$ cat config.mk
export PLATFORM = sky130hd
export DESIGN_NAME = riscv_test_monitor
export DESIGN_NICKNAME = d
export VERILOG_FILES = /design/src/rtl/riscv_test_pkg.sv /design/src/rtl/riscv_test_monitor_sat_counter.sv /design/src/rtl/riscv_test_monitor.sv
export SDC_FILE = /design/constraint.sdc
export NUM_CORES = 1
export LEC_CHECK = 0
export CAP_MARGIN = 20
export CORE_ASPECT_RATIO = 0.5
export CORE_UTILIZATION = 46
export DETAILED_ROUTE_END_ITERATION = 12
export PLACE_DENSITY = 0.81
export SLEW_MARGIN = 15
export SYNTH_ARGS = -nofsm -noshare
export SYNTH_HDL_FRONTEND = slang
export SYNTH_SLANG_ARGS = --single-unit
$ cat constraint.sdc
create_clock -name clk -period 5.4 [get_ports clk]
set_clock_uncertainty 0.1 [all_clocks]
set_input_delay 0.54 -clock clk [delete_from_list [all_inputs] [get_ports clk]]
set_output_delay 0.54 -clock clk [all_outputs]
set_load 0.02 [all_outputs]
$ cat src/rtl/riscv_test_pkg.sv
// Shared state encoding, register offsets and completion codes for the tohost monitor.
package riscv_test_pkg;

  typedef enum logic [1:0] {
    ST_RUN     = 2'd0,
    ST_PASS    = 2'd1,
    ST_FAIL    = 2'd2,
    ST_TIMEOUT = 2'd3
  } state_t;

  localparam logic [4:0] OFF_TOHOST = 5'h00;
  localparam logic [4:0] OFF_STATUS = 5'h08;
  localparam logic [4:0] OFF_CYCLE  = 5'h10;
  localparam logic [4:0] OFF_RETIRE = 5'h18;

  localparam logic [31:0] PASS_CODE = 32'h1;

endpackage

$ cat src/rtl/riscv_test_monitor_sat_counter.sv
// Up-counter that stops at all-ones and holds while frozen.
module sat_counter #(
  parameter int unsigned W = 32
) (
  input  logic         clk,
  input  logic         rst,
  input  logic         en,
  input  logic         freeze,
  output logic [W-1:0] count
);

  // Count enabled events, never wrapping past all-ones.
  always_ff @(posedge clk or posedge rst) begin
    if (rst) begin
      count <= '0;
    end else if (en && !freeze && (count != '1)) begin
      count <= count + W'(1);
    end
  end

endmodule

$ cat src/rtl/riscv_test_monitor.sv
// riscv-tests tohost responder: decodes the completion word into a sticky
// verdict, runs a cycle watchdog and counts retired instructions.
module riscv_test_monitor
  import riscv_test_pkg::*;
#(
  parameter int unsigned              ADDR_W         = 32,
  parameter logic [ADDR_W-1:0]        BASE_ADDR      = 32'h0000_1000,
  parameter int unsigned              TIMEOUT_CYCLES = 1_000_000,
  parameter int unsigned              CNT_W          = 32
) (
  input  logic              clk,
  input  logic              rst,
  input  logic              wr_en,
  input  logic [ADDR_W-1:0] wr_addr,
  input  logic [7:0]        wr_be,
  input  logic [63:0]       wr_data,
  input  logic              rd_en,
  input  logic [ADDR_W-1:0] rd_addr,
  output logic [63:0]       rd_data,
  output logic              rd_valid,
  input  logic              inst_retire,
  output logic              test_done,
  output logic              test_pass,
  output logic              test_timeout,
  output logic [31:0]       fail_testnum,
  output logic [CNT_W-1:0]  cycle_count
);

  state_t            state_q, state_d;
  logic [31:0]       tohost_q;
  logic [CNT_W-1:0]  retire_count;
  logic              run;
  logic              wr_hit;
  logic [31:0]       wv;
  logic              expire;
  logic [ADDR_W-1:0] rd_off;
  logic              rd_in_win;
  logic [63:0]       rd_sel;
  logic              unused_bits;

  assign unused_bits = ^{wr_data[63:32], wr_be[7:4]};

  assign run    = (state_q == ST_RUN);
  assign wv     = wr_data[31:0];
  assign wr_hit = wr_en && (wr_addr == BASE_ADDR) && (wr_be[3:0] == 4'hF) && run;
  assign expire = (cycle_count == CNT_W'(TIMEOUT_CYCLES - 1));

  assign test_done    = (state_q != ST_RUN);
  assign test_pass    = (state_q == ST_PASS);
  assign test_timeout = (state_q == ST_TIMEOUT);

  // Verdict state register.
  always_ff @(posedge clk or posedge rst) begin
    if (rst) state_q <= ST_RUN;
    else     state_q <= state_d;
  end

  // Completion write beats watchdog expiry when both land on the same cycle.
  always_comb begin
    state_d = state_q;
    if (state_q == ST_RUN) begin
      if (wr_hit && wv[0]) state_d = (wv == PASS_CODE) ? ST_PASS : ST_FAIL;
      else if (expire)     state_d = ST_TIMEOUT;
    end
  end

  // Capture accepted tohost words and the failing test number.
  always_ff @(posedge clk or posedge rst) begin
    if (rst) begin
      tohost_q     <= '0;
      fail_testnum <= '0;
    end else if (wr_hit) begin
      tohost_q <= wv;
      if (wv[0] && (wv != PASS_CODE)) fail_testnum <= {1'b0, wv[31:1]};
    end
  end

  sat_counter #(.W(CNT_W)) u_cycle (
    .clk    (clk),
    .rst    (rst),
    .en     (1'b1),
    .freeze (!run),
    .count  (cycle_count)
  );

  sat_counter #(.W(CNT_W)) u_retire (
    .clk    (clk),
    .rst    (rst),
    .en     (inst_retire),
    .freeze (!run),
    .count  (retire_count)
  );

  // Out-of-window addresses wrap to large offsets, so one compare covers both sides.
  assign rd_off    = rd_addr - BASE_ADDR;
  assign rd_in_win = (rd_off < ADDR_W'(32));

  // Register read mux; unaligned offsets inside the window read as zero.
  always_comb begin
    rd_sel = '0;
    case (rd_off[4:0])
      OFF_TOHOST: rd_sel = {32'b0, tohost_q};
      OFF_STATUS: rd_sel = {59'b0, test_timeout, (state_q == ST_FAIL), test_pass, test_done, run};
      OFF_CYCLE:  rd_sel = 64'(cycle_count);
      OFF_RETIRE: rd_sel = 64'(retire_count);
      default:    rd_sel = '0;
    endcase
  end

  // Registered read response; rd_data holds between reads.
  always_ff @(posedge clk or posedge rst) begin
    if (rst) begin
      rd_data  <= '0;
      rd_valid <= 1'b0;
    end else begin
      rd_valid <= rd_en && rd_in_win;
      if (rd_en && rd_in_win) rd_data <= rd_sel;
    end
  end

endmodule

==> metrics.csv <==
metric;value;unit
status;finished, final reports clean;
Yosys top cell area share;0.5117;
main area contributors after synthesis;dfrtp_1 (51%), mux2_2 (9.8%), xnor2_1 (4.1%);
max-cap violations;0;
met3 routed WL;1673;um
routed wl met2;10430;um
share of layout cells above drive strength 1;0.1350;
synthesized area;7923;um^2
Post-DRT Antenna Nets;0;
Netlist cell types;53;
Setup TNS;0;ps
GRT Residual Overflow;0;
Pwr Density;235.2;nW/um^2
sw frac;0.2440;
R2R setup slack;1810;ps
largest net degree at the start of global routing;70;
Syn Inst Count;725;
final net count;1064;
cell mode on critical path;buf_4;
multi-input logic area;3585;um^2
Avg WL per Cell;19.20;um
Metal-1 WL;9781;um
Slew Limit Fails;0;
row count;33;
post-synthesis sequential area ratio;0.5117;
clock sink count;162;
Tightest Pin Transition;1043;ps
unrepaired setup endpoints after global routing;false;
drt first-iter violations;544;
Setup CP Type;reg -> reg;
most area-hungry cell type in the Yosys netlist;dfrtp_1;
# IOs;273;
Peak VDD IR;0.1925;mV
Internal;1881;uW
Area Growth Syn to Fin;33.54;%
logic gate share of total power;0.062;
Post-synth EDFFs;0;
Max transition margin;0.3050;
final core occ;0.6374;
overall power;2489;uW
most frequent cell after synthesis;dfrtp_1;
Reg area;4054;um^2
crit path DAT;3810;ps
setup violators final;0;
FMAX;278.2;MHz
Resize count post-CTS;0;
Fin. Hold Viols;0;
top_reg_cell synth;dfrtp_1;
first drt pass iteration count;5;
initial antenna violation count;0;
power share of the clock group;0.448;
CP max stage cell;nor2_1;
Port Buf Inserts;203;
Max clock buf depth;2;
placement-stage cell area;10050;um^2
WL final;22270;um
CTS root buf;clkbuf_16;
clk slew on worst S/H paths;70;ps
Total GRT Usage;0.2553;
Clock Latency Late Sink;430;ps
die area;17780;um^2
CTS Buf Count;17;
P_leak;0.004534;uW
CORE AREA;16600;um^2
crit-path cells;nor2_1 > nand3_1 > nor3_4 > buf_4 > and3_1 > buf_4 > mux2_2;
Yosys reg bits;162;
Via Count;6588;
Mapped Avg Cell Area;10.93;um^2
Final Cycle Share;0.6657;
switching power;607.2;uW
worst path required time;5610;ps
total setup buffers inserted after CTS;0;
diodes inserted;0;
TritonCTS clock tree;built;
Placer Congestion;0.8668;
top layer in use;met4;
Initial Utilization;0.4773;
Post-synth ARST share;1.000;
Via-to-Cell Ratio;5.679;
H-tree lvl count;4;
Flop pwr share;0.489;
DPL Wire Length;16170;um
hold_buf cts;0;
Syn. warnings;0;
first-pass GRT wire length;34760;um
Fillers;1304;
crit path launch type;register;
delay of the slowest critical-path stage;670;ps
CP endpoint kind;register;
die span in x;187.6;um
die height;94.80;um
vias in the first global route;6353;
most instantiated cells after synthesis;dfrtp_1 (162), nor2_1 (71), mux2_2 (69), a21oi_1 (60), xnor2_1 (37);
Tmin final;3595;ps
DRC;0;
hold crit path type;reg -> reg;
CP Max Fanout;33;
design area;10580;um^2
metal layers:
| metal | up-vias | track usage |
|---|---|---|
| met5 | - | 0 |
| met4 | 0 | 0.08537 |
| met3 | 32 | 0.05500 |
| met2 | 289 | 0.4046 |
| li1 | 2960 | - |
| met1 | 3307 | 0.3506 |
power by group through the flow:
| stage | logic, uW | clock network (uW) | registers [uW] |
|---|---|---|---|
| after floorplan | 73.4 | 0 | 1240 |
| after global placement | 154 | 0 | 1240 |
| after detailed placement | 156 | 0 | 1240 |
| after CTS | 157 | 1130 | 1220 |
| after global routing | 169 | 1170 | 1220 |
| final | 155 | 1120 | 1220 |
stage by stage:
step                      std cells  hold slack (ps)  setup WS, ps
after CTS                      1160            398.8          1905
final                          1160            401.6          1805
after global routing           1160            416.3          1662
after global placement         1129            368.5          1675
after floorplan                 757            363.5         383.4
after detailed placement       1129            389.6          1551
registers in the layout, summed over array words and instances, names as in the netlist:
name and count:
rd_data 32, tohost_q 32, u_cycle.count 32, u_retire.count 32, fail_testnum 31, state_q 2
rd_valid 1
cells in the final DEF, fill, tap and decap left out, types with 8 or more instances in the layout:
| cell | instances |
|---|---|
| clkdlybuf4s50_1 | 203 |
| dfrtp_1 | 162 |
| nor2_1 | 70 |
| mux2_2 | 69 |
| a21oi_1 | 60 |
| xnor2_1 | 37 |
| conb_1 | 33 |
| nand4_1 | 32 |
| a22oi_1 | 31 |
| nand3_1 | 26 |
| nand2_1 | 25 |
| nor4_1 | 25 |
| xor2_1 | 22 |
| clkbuf_16 | 17 |
| nor3_1 | 16 |
| and3_1 | 12 |
| buf_4 | 8 |
cell type report:
type                            instances  area share
Multi-Input combinational cell        521      0.3388
Clock buffer                           18     0.04056
Clock inverter                         13    0.009579
Timing Repair Buffer                  211      0.1977
Tap cell                              227     0.02684
Inverter                                8    0.003311
Sequential cell                       162      0.3832
worst paths after layout:
| check | cells past startpoint | start | end |
|---|---|---|---|
| hold / removal | 1 | u_retire.count[7] | u_retire.count[7] |
| setup / recovery | 7 | state_q[1] | fail_testnum[24] |
| max in group asynchronous | 3 | rst | u_retire.count[0] |
| hold reg to reg | 1 | u_retire.count[7] | u_retire.count[7] |
| min in group asynchronous | 2 | rst | u_retire.count[9] |
| setup reg to reg | 7 | state_q[1] | fail_testnum[24] |
critical path, delay by kind of cell, from the launching register on:
kind / cells / cell delay [ps]
buf+inv: 2 / 810
flops: 1 / 450
simple gates: 4 / 1710
mux: 1 / 390
kinds of logic (layout without fill, tap and decap cells):
kind of cell    count (synthesis)  count (layout)  synth area share
xor+xnor                       59              59           0.06522
other cells                     1              33         0.0004733
mux                            72              72            0.1022
simple gates                  250             250            0.1783
buf+inv                        74             250           0.05575
compound gates                105             105           0.08323
fa+ha+maj                       2               2          0.003158
flops                         162             162            0.5117
Power figures use the tool's default switching activity.
